**src/rtl/program_loader_pkg.sv**
```systemverilog
// Shared definitions for the boot-time program loader: FSM state encoding
// and the default load base address.
package program_loader_pkg;

    typedef enum logic [2:0] {
        ST_IDLE    = 3'd0,
        ST_LOAD    = 3'd1,
        ST_RELEASE = 3'd2,
        ST_RUN     = 3'd3,
        ST_ERROR   = 3'd4
    } state_e;

    localparam int DEF_BASE_ADDR = 0;

endpackage

```
**src/rtl/program_loader_if.sv**
```systemverilog
// Word-stream valid/ready handshake feeding the program loader.
// master = stream source, slave = loader.
interface program_loader_if #(
    parameter int DATA_WIDTH = 32
) ();
    logic                  in_valid;
    logic [DATA_WIDTH-1:0] in_data;
    logic                  in_last;
    logic                  in_ready;

    modport master (output in_valid, in_data, in_last, input in_ready);
    modport slave  (input in_valid, in_data, in_last, output in_ready);
endinterface

```
**src/rtl/program_loader_checksum.sv**
```systemverilog
// Running-sum accumulator used to validate the trailing checksum word.
// Only built when PROGRAM_LOADER_CHECKSUM_EN is defined.
`ifdef PROGRAM_LOADER_CHECKSUM_EN
module program_loader_checksum #(
    parameter int DATA_WIDTH = 32
) (
    input  logic                  clk,
    input  logic                  rst_n,
    input  logic                  clr,
    input  logic                  add,
    input  logic [DATA_WIDTH-1:0] add_data,
    input  logic [DATA_WIDTH-1:0] cmp_data,
    output logic [DATA_WIDTH-1:0] sum,
    output logic                  match
);
    logic [DATA_WIDTH-1:0] sum_q, sum_d;

    // Next sum: clear wins over add; wraps modulo 2**DATA_WIDTH.
    always_comb begin
        sum_d = sum_q;
        if (clr)      sum_d = '0;
        else if (add) sum_d = sum_q + add_data;
    end

    // Accumulator register.
    always_ff @(posedge clk or negedge rst_n) begin
        if (!rst_n) sum_q <= '0;
        else        sum_q <= sum_d;
    end

    assign sum   = sum_q;
    assign match = (sum_q == cmp_data);
endmodule
`endif

```
**src/rtl/program_loader.sv**
```systemverilog
// Boot-time program loader: writes a valid/ready word stream into
// instruction memory from BASE_ADDR upward, holding the CPU in reset until
// the final word is committed. Optional feature macro:
// PROGRAM_LOADER_CHECKSUM_EN (last word is a checksum, not program data).
module program_loader
    import program_loader_pkg::*;
#(
    parameter int ADDR_WIDTH = 6,
    parameter int DATA_WIDTH = 32,
    parameter int BASE_ADDR  = DEF_BASE_ADDR
) (
    input  logic                  clk,
    input  logic                  reset_n,
    input  logic                  start,
    program_loader_if.slave       s_if,
    output logic                  imem_we,
    output logic [ADDR_WIDTH-1:0] imem_addr,
    output logic [DATA_WIDTH-1:0] imem_wdata,
    output logic                  cpu_reset_n,
    output logic                  done,
    output logic                  error,
    output logic [ADDR_WIDTH:0]   word_count
`ifdef PROGRAM_LOADER_CHECKSUM_EN
    ,
    output logic [DATA_WIDTH-1:0] checksum
`endif
);
    localparam logic [ADDR_WIDTH-1:0] BASE    = ADDR_WIDTH'(BASE_ADDR);
    localparam logic [ADDR_WIDTH-1:0] PTR_MAX = '1;

    state_e                state_q, state_d;
    logic [ADDR_WIDTH-1:0] ptr_q, ptr_d, addr_q, addr_d;
    logic [DATA_WIDTH-1:0] wdata_q, wdata_d;
    logic [ADDR_WIDTH:0]   wc_q, wc_d;
    logic                  we_q, we_d;
    logic                  ready_q, cpu_rst_n_q, done_q, error_q;
    logic                  accept, do_write;

`ifdef PROGRAM_LOADER_CHECKSUM_EN
    logic csum_clr, csum_add, csum_match;

    program_loader_checksum #(.DATA_WIDTH(DATA_WIDTH)) u_csum (
        .clk      (clk),
        .rst_n    (reset_n),
        .clr      (csum_clr),
        .add      (csum_add),
        .add_data (s_if.in_data),
        .cmp_data (s_if.in_data),
        .sum      (checksum),
        .match    (csum_match)
    );
`endif

    // Next-state/write decode; start overrides everything, including a
    // simultaneous handshake (that word is dropped).
    always_comb begin
        state_d  = state_q;
        ptr_d    = ptr_q;
        wc_d     = wc_q;
        addr_d   = addr_q;
        wdata_d  = wdata_q;
        we_d     = 1'b0;
        do_write = 1'b0;
        accept   = (state_q == ST_LOAD) && ready_q && s_if.in_valid;
`ifdef PROGRAM_LOADER_CHECKSUM_EN
        csum_clr = start;
        csum_add = 1'b0;
`endif
        if (start) begin
            state_d = ST_LOAD;
            ptr_d   = BASE;
            wc_d    = '0;
        end else begin
            case (state_q)
                ST_LOAD: begin
                    if (accept) begin
`ifdef PROGRAM_LOADER_CHECKSUM_EN
                        if (s_if.in_last) begin
                            state_d = csum_match ? ST_RELEASE : ST_ERROR;
                        end else begin
                            do_write = 1'b1;
                            csum_add = 1'b1;
                            if (ptr_q == PTR_MAX) state_d = ST_ERROR;
                        end
`else
                        do_write = 1'b1;
                        if (s_if.in_last)          state_d = ST_RELEASE;
                        else if (ptr_q == PTR_MAX) state_d = ST_ERROR;
`endif
                    end
                end
                ST_RELEASE: state_d = ST_RUN;
                default: ;
            endcase
        end
        // Pointer saturates at the top so memory never wraps onto BASE_ADDR.
        if (do_write) begin
            we_d    = 1'b1;
            addr_d  = ptr_q;
            wdata_d = s_if.in_data;
            wc_d    = wc_q + (ADDR_WIDTH+1)'(1);
            if (ptr_q != PTR_MAX) ptr_d = ptr_q + ADDR_WIDTH'(1);
        end
    end

    // State, counters and registered outputs (decoded from next state).
    always_ff @(posedge clk or negedge reset_n) begin
        if (!reset_n) begin
            state_q     <= ST_IDLE;
            ptr_q       <= BASE;
            wc_q        <= '0;
            we_q        <= 1'b0;
            addr_q      <= BASE;
            wdata_q     <= '0;
            ready_q     <= 1'b0;
            cpu_rst_n_q <= 1'b0;
            done_q      <= 1'b0;
            error_q     <= 1'b0;
        end else begin
            state_q     <= state_d;
            ptr_q       <= ptr_d;
            wc_q        <= wc_d;
            we_q        <= we_d;
            addr_q      <= addr_d;
            wdata_q     <= wdata_d;
            ready_q     <= (state_d == ST_LOAD);
            cpu_rst_n_q <= (state_d == ST_RUN);
            done_q      <= (state_d == ST_RUN);
            error_q     <= (state_d == ST_ERROR);
        end
    end

    assign s_if.in_ready = ready_q;
    assign imem_we       = we_q;
    assign imem_addr     = addr_q;
    assign imem_wdata    = wdata_q;
    assign cpu_reset_n   = cpu_rst_n_q;
    assign done          = done_q;
    assign error         = error_q;
    assign word_count    = wc_q;
endmodule

```
**src/flat_wrapper.sv**
```systemverilog
// flat-port wrapper written by rule: the top's interface ports become plain ports
module program_loader_flat import program_loader_pkg::*;
#(
    parameter int ADDR_WIDTH = 6,
    parameter int DATA_WIDTH = 32,
    parameter int BASE_ADDR  = DEF_BASE_ADDR
)
  (clk, reset_n, start, imem_we, imem_addr, imem_wdata, cpu_reset_n, done, error, word_count, s_if_in_valid, s_if_in_data, s_if_in_last, s_if_in_ready);
  program_loader_if #(.DATA_WIDTH(DATA_WIDTH)) s_if_i ();
  input  logic clk;
  input  logic reset_n;
  input  logic start;
  output logic imem_we;
  output logic [ADDR_WIDTH-1:0] imem_addr;
  output logic [DATA_WIDTH-1:0] imem_wdata;
  output logic cpu_reset_n;
  output logic done;
  output logic error;
  output logic [ADDR_WIDTH:0] word_count;
  input wire logic [$bits(s_if_i.in_valid)-1:0] s_if_in_valid;
  input wire logic [$bits(s_if_i.in_data)-1:0] s_if_in_data;
  input wire logic [$bits(s_if_i.in_last)-1:0] s_if_in_last;
  output wire logic [$bits(s_if_i.in_ready)-1:0] s_if_in_ready;
  assign s_if_i.in_valid = s_if_in_valid;
  assign s_if_i.in_data = s_if_in_data;
  assign s_if_i.in_last = s_if_in_last;
  assign s_if_in_ready = s_if_i.in_ready;
  program_loader #(.ADDR_WIDTH(ADDR_WIDTH), .DATA_WIDTH(DATA_WIDTH), .BASE_ADDR(BASE_ADDR)) u_core (.clk(clk), .reset_n(reset_n), .start(start), .s_if(s_if_i), .imem_we(imem_we), .imem_addr(imem_addr), .imem_wdata(imem_wdata), .cpu_reset_n(cpu_reset_n), .done(done), .error(error), .word_count(word_count));
endmodule
```
**config.mk**
```make
export PLATFORM = sky130hd
export DESIGN_NAME = program_loader_flat
export DESIGN_NICKNAME = d
export VERILOG_FILES = /design/src/rtl/program_loader_pkg.sv /design/src/rtl/program_loader_if.sv /design/src/rtl/program_loader_checksum.sv /design/src/rtl/program_loader.sv /design/src/flat_wrapper.sv
export SDC_FILE = /design/constraint.sdc
export NUM_CORES = 1
export LEC_CHECK = 0
export ABC_AREA = 1
export ABC_CLOCK_PERIOD_IN_PS = 2180
export BUFFER_PORTS_ARGS = -buffer_cell sky130_fd_sc_hd__buf_2
export CAP_MARGIN = 0
export CORE_MARGIN = 4
export CORE_UTILIZATION = 50
export DETAILED_ROUTE_END_ITERATION = 10
export PLACE_DENSITY = 0.87
export SYNTH_ARGS = -nofsm -noshare
export SYNTH_HDL_FRONTEND = slang
export SYNTH_HIERARCHICAL = 1
export SYNTH_SLANG_ARGS = --single-unit
export TNS_END_PERCENT = 5
```
**constraint.sdc**
```tcl
create_clock -name clk -period 2.18 [get_ports clk]
set_input_delay 0.654 -clock clk [delete_from_list [all_inputs] [get_ports clk]]
set_output_delay 0.654 -clock clk [all_outputs]
set_load 0.1 [all_outputs]
```
Word level (Yosys, flattened, before mapping). Cells that the tools add are included.

Register bits: 58. Bits of input ports: 37. Output and inout bits: 50. Logic and storage cells: 35.

Add/sub/neg operators: 2. Equal/unequal tests: 7. Muxes and demuxes: 14. Reductions and logical operators: 3.

Operators by type and width (number): two-way mux 6 bit (3); two-way mux 7 bit (2); two-way mux 3 bit (4); adder 7 x 1 -> 7 bit, second input constant (1); adder 6 x 1 -> 6 bit, second input constant (1); equality test 3 x 1 -> 1 bit, second input constant (2); equality test 3 x 2 -> 1 bit, second input constant (2); equality test 6 bit, second input constant (1); != test 6 bit, second input constant (1); case mux 3 bit (2 select lines) (1); two-way mux 1 bit (4); equality test 3 bit, second input constant (1); logical AND 1 bit (2); nonzero test 2 bit (1).

Logic depth before layout (Yosys ltp). Gate-level depths: netlist of run 1.

Depth in word-level cells: 7. Depth in mapped cells: 8.

Worst setup path before layout of run 1. Ideal clock, no wire load.

Path kind: register -> output. From: register u_core.done_q, in the netlist u_core/done. To: output port done. Arrival time: 1.324 ns. Required time: 1.526 ns. Slack: 0.202 ns. Stages on the path, launching flop included: 2. Buffers on the path: 1. Cell sequence: dfrtp_1 buf_4.

RTL lines: start: declaration (line program_loader.sv:36) `logic ready_q, cpu_rst_n_q, done_q, error_q;`; start signal: assignment (line program_loader.sv:128) `done_q <= (state_d == ST_RUN);`; end: declaration (line flat_wrapper.sv:17) `output logic done;`.

No word-level cell between the ends.

Final worst setup path of run 1.
From: register u_core.wc_q[4], in the netlist u_core/word_count[4]. To: output port word_count[4].

RTL lines: start: declaration (line program_loader.sv:34) `logic [ADDR_WIDTH:0] wc_q, wc_d;`; start signal: assignment (line program_loader.sv:122) `wc_q <= wc_d;`; end: declaration (line flat_wrapper.sv:19) `output logic [ADDR_WIDTH:0] word_count;`.

No word-level cell between the ends.

==> results of run 1 <==
placed cells by master, fill, tap and decap left out:
cell type / synthesis / final
a21oi_1: 3 / 3
nor2_1: 10 / 10
ha_1: 2 / 2
buf_2: 3 / 86
xor2_1: 3 / 3
buf_12: 0 / 2
o22ai_2: 1 / 1
inv_2: 3 / 3
bufinv_16: 0 / 2
inv_1: 17 / 17
nand3_1: 15 / 15
nor2_4: 3 / 3
o22ai_1: 1 / 1
a21oi_2: 1 / 1
nor3_1: 1 / 1
clkinv_2: 0 / 4
dfrtp_1: 58 / 58
nand3_2: 2 / 2
o21ai_0: 13 / 13
nand2_2: 1 / 1
nand2_1: 142 / 142
clkbuf_8: 0 / 10
o21ai_1: 1 / 1
buf_4: 3 / 4
xnor2_1: 2 / 2
kinds of logic after synthesis:
family | Yosys count | share of synthesized area, %
xor+xnor | 5 | 1.749
fa+ha+maj | 2 | 0.9988
flops | 58 | 57.94
compound gates | 20 | 4.495
simple gates | 174 | 28.37
buf+inv | 31 | 6.443
sequential cells by signal, indices dropped and copies added (netlist names):
| register | count |
|---|---|
| u_core/imem_we | 1 |
| u_core/word_count | 7 |
| u_core/done | 1 |
| u_core/imem_wdata | 32 |
| u_core/state_q | 3 |
| u_core/s_if.in_ready | 1 |
| u_core/imem_addr | 6 |
| u_core/error | 1 |
| u_core/ptr_q | 6 |
stage by stage:
| step | hold WS [ps] | worst slack (ps) | cells | utilization, % | instance area (µm²) |
|---|---|---|---|---|---|
| after global placement | 453.1 | 467.8 | 438 | 62.75 | 3003 |
| after floorplan | 358.4 | 202.0 | 290 | - | 2505 |
| after global routing | 329.5 | 255.8 | 454 | 67.29 | 3221 |
| after CTS | 309.5 | 294.5 | 454 | 67.29 | 3221 |
| after detailed placement | 456.0 | 408.5 | 438 | 62.75 | 3003 |
| final | 304.6 | 301.1 | 454 | 67.29 | 3221 |
metal layers:
layer	vias to the layer above	wire length (µm)	global-route usage [%]
met4	0	78	6.294
li1	1075	-	-
met3	8	334	3.741
met2	69	2628	31.92
met1	992	2372	22.31
met5	-	0	0
path summary, 6_finish.rpt:
path / from / endpoint / slack [ps] / cells past startpoint
max in group asynchronous: reset_n / u_core/imem_wdata[27] / 1300 / 2
max: u_core/word_count[4] / word_count[4] / 300 / 1
min reg2reg: u_core/imem_wdata[28] / u_core/imem_wdata[28] / 470 / 2
min: reset_n / u_core/word_count[6] / 300 / 1
min in group clk: u_core/imem_wdata[28] / u_core/imem_wdata[28] / 470 / 2
max reg2reg: u_core/state_q[1] / u_core/ptr_q[4] / 680 / 8
cell type report:
class	count	area (µm²)
fillers	399	1565
flip-flops and latches	58	1451
multi-input cells	201	892.1
repair buffers	92	500.5
clock buffers	10	137.6
well taps	67	83.83
clock inverters	6	80.08
inverters	20	75.07
==> impl_metrics.yaml, run 1 <==
clock_tree:
  cts_setup_buffers: 0
  cts_root_buf: "clkbuf_8"
  cts_tree: "built"
  cts_buffers: 9
  ctsHoldBuffers: 0
  insertion_delay_ps: 320
  clk_pin_slew_ps: 60
  h-tree-depth: 3
  clock_path_buffers: 2
  clock-sinks: 58
  cts-resized-gates: 0
worst_setup_path:
  crit_family: "buffers and inverters"
  path_cells: "buf_2"
  start_kind: "register"
  cp.arrival_ps: 1220
  slowest_delay_ps: 460
  criticalPathCategory: "reg2out"
  endpoint_kind: "output port"
  cp_slowest_cell: "buf_2"
  cp_data_required_time_ps: 1530
  cp_num_buf_inv: 1
  cp_max_fo: 5
timing:
  setup_viol: 0
  skew_ps: 6.855
  hold_violations: 0
  post-route-period-util_pct: 86.19
  drv_slew: 0
  rsz0062_at_grt: "false"
  period_minus_slack_ps: 1879
  max_clock_freq_ghz: 0.5322
  finalSetupTns_ps: 0
  worst_pin_slew_ps: 529.6
  relSlewSlack_pct: 64.70
synth:
  synth_warnings: 6
  synth_top_area_share_pct: 57.94
  synth.area.top_cells: "dfrtp_1 58%, nand2_1 21%, nand3_1 3.0%"
  synth_nets: 329
  yosysUniqueCellTypes: 23
  ys_top_cells_by_count: "142 x nand2_1, 58 x dfrtp_1, 17 x inv_1, 15 x nand3_1, 13 x o21ai_0"
  synth-edff-count: 0
  synth_cells: 290
  synth_most_common_cell: "nand2_1"
  ys.flop_type: "dfrtp_1"
  synth-async-reset-ratio_pct: 100.0
  ys_ff_latch: 58
  syn_area_per_cell_um2: 8.638
  synth_largest_area_cell: "dfrtp_1"
  netlist_area_um2: 2505
  seq_area_frac_synth_pct: 57.94
route:
  drt-total-wl_mm: 5.414
  drc: 0
  drt-vias-per-instance: 4.722
  vias: 2144
  dr.pass1.iters: 4
  ant_nets: 0
  first_iter_violations: 120
  wl_per_cell_um: 11.93
place:
  dp_hpwl_mm: 3.919
  gp_congestion: 0.8592
  numPortBuffers: 86
die:
  die_w_um: 78.78
  pin_count: 87
  start_util_pct: 52.34
  die_area_um2: 6206
  die_h_um: 78.78
  rows: 25
  coreArea_um2: 4786
cells_and_area:
  synthToLayoutAreaGrowth_pct: 28.57
  layout.nets: 421
  drive_gt1_share_pct: 30.75
  antenna_cells: 0
job:
  maxCapViolations: 0
grt:
  grt_start_max_net_pins: 37
  antenna_found_initial: 0
  grtUsageTotal_pct: 18.21
  grt_pass1_vias: 2060
  grt_pass1_wl_mm: 9.025
  grt.overflow.total: 0
worst_hold_path:
  hp-class: "in2async"
status:
  outcome: "complete, no violations"
Power of run 1 is not shown: default switching activity piles up to over one toggle a cycle in this logic, so the estimate is an artifact.
==> inputs of run 2 (changes only) <==
Settings changed: CTS_CLUSTER_DIAMETER from default to 80, PLACE_DENSITY 0.87 to 0.8.
==> run 2 against run 1 <==
Flip-flop and latch count unchanged. Hold slack improved by 22 ps. Final cell count decreased by 0.22%. Critical path depth unchanged. Sequential share of layout area up 0.86 points. Via count hardly changed. Wire length fell by 1.2%. Maximum frequency increased by 0.95%. Non-clock buffer count unchanged. Clock-buffer cell count rose by 2. Utilization decreased by 1.3 points. Largest cell class unchanged. Highest routed layer unchanged.
==> impl_metrics.yaml, run 2 (same netlist as run 1, synthesis figures left out) <==
worst_setup_path:
  criticalPathCategory: "reg2out"
  endpoint_kind: "output port"
  cp.arrival_ps: 1210
  cp_slowest_cell: "buf_2"
  r2r-end: "u_core/ptr_q[5]"
  path_cells: "buf_2"
  cp_num_buf_inv: 1
  regToRegSetupSlack_ps: 690
  timing.rr.start: "u_core/state_q[1]"
  r2r_cells: 8
  crit_start: "u_core/word_count[4]"
  worstSetupPathDepth: 1
  critPathCapture: "word_count[4]"
  slowest_delay_ps: 460
  crit_family: "buffers and inverters"
  cp_max_fo: 5
  start_kind: "register"
  cp_data_required_time_ps: 1530
route:
  wl_met2_mm: 2.553
  ant_nets: 0
  drt-total-wl_mm: 5.348
  wl_met1_mm: 2.388
  top_layer: "met4"
  first_iter_violations: 62
  drc: 0
  dr.pass1.iters: 4
  vias: 2142
  wl_per_cell_um: 11.81
  wl_met3_um: 344
  drt-vias-per-instance: 4.728
clock_tree:
  clock_path_buffers: 2
  cts_root_buf: "clkbuf_8"
  cts_buffers: 9
  clock-sinks: 58
  ctsHoldBuffers: 0
  cts-resized-gates: 0
  h-tree-depth: 3
  insertion_delay_ps: 320
  cts_tree: "built"
  clk_pin_slew_ps: 60
  cts_setup_buffers: 0
die:
  die_area_um2: 6206
  die_w_um: 78.78
  die_h_um: 78.78
  coreArea_um2: 4786
  pin_count: 87
  rows: 25
  start_util_pct: 52.34
job:
  maxCapViolations: 0
timing:
  drv_slew: 0
  worst_pin_slew_ps: 496.5
  whs_ps: 326.9
  setup_ws_ps: 318.7
  skew_ps: 8.392
  rsz0062_at_grt: "false"
  relSlewSlack_pct: 67.13
  setup_viol: 0
  period_minus_slack_ps: 1861
  post-route-period-util_pct: 85.38
  hold_violations: 0
  finalSetupTns_ps: 0
  max_clock_freq_ghz: 0.5373
place:
  placed_cells: 438
  gp_congestion: 0.8869
  pre_cts_ws_ps: 452.5
  numPortBuffers: 86
  dp_hpwl_mm: 3.833
cells_and_area:
  final_common_cell: "nand2_1"
  synthToLayoutAreaGrowth_pct: 26.17
  layout.nets: 421
  layout_common_cells: "142 x nand2_1, 86 x buf_2, 58 x dfrtp_1, 17 x inv_1, 15 x nand3_1"
  drive_gt1_share_pct: 30.31
  final_cells: 453
  antenna_cells: 0
  largest_reg_flops: 32
grt:
  grt_start_max_net_pins: 59
  grt_pass1_vias: 2102
  grt_pass1_wl_mm: 9.170
  grt.overflow.total: 0
  grtUsageTotal_pct: 18.73
  antenna_found_initial: 0
worst_hold_path:
  hp-class: "in2async"
status:
  outcome: "complete, no violations"
run 2: stage by stage:
stage                     cell area, µm²  util, %
after global placement              2990    62.48
after global routing                3161    66.04
after detailed placement            2990    62.48
after floorplan                     2505        -
after CTS                           3161    66.04
final                               3161    66.04
run 2: how the worst min path moves through the flow:
| stage | endpoint | cells after the start |
|---|---|---|
| final | u_core/word_count[5] | 2 |
| after global routing | u_core/word_count[1] | 2 |
| after CTS | u_core/word_count[5] | 2 |
| after detailed placement | u_core/imem_wdata[12] | 2 |
| after global placement | u_core/imem_wdata[26] | 2 |
| after floorplan | u_core/done | 0 |
run 2: routing by layer:
metal	global-route usage, %	vias up
met5	0	-
met2	30.98	74
met4	7.517	0
met1	23.50	983
li1	-	1078
met3	4.762	7
run 2: cell type report:
cell class	count	area (µm²)
tap	67	83.83
fill	410	1625
sequential	58	1451
clock inverter	3	15.01
inverter	20	75.07
clock buffer	12	155.1
timing repair buffer	92	488.0
multi-input combinational	201	892.1
Power of run 2 is left out for the same reason.
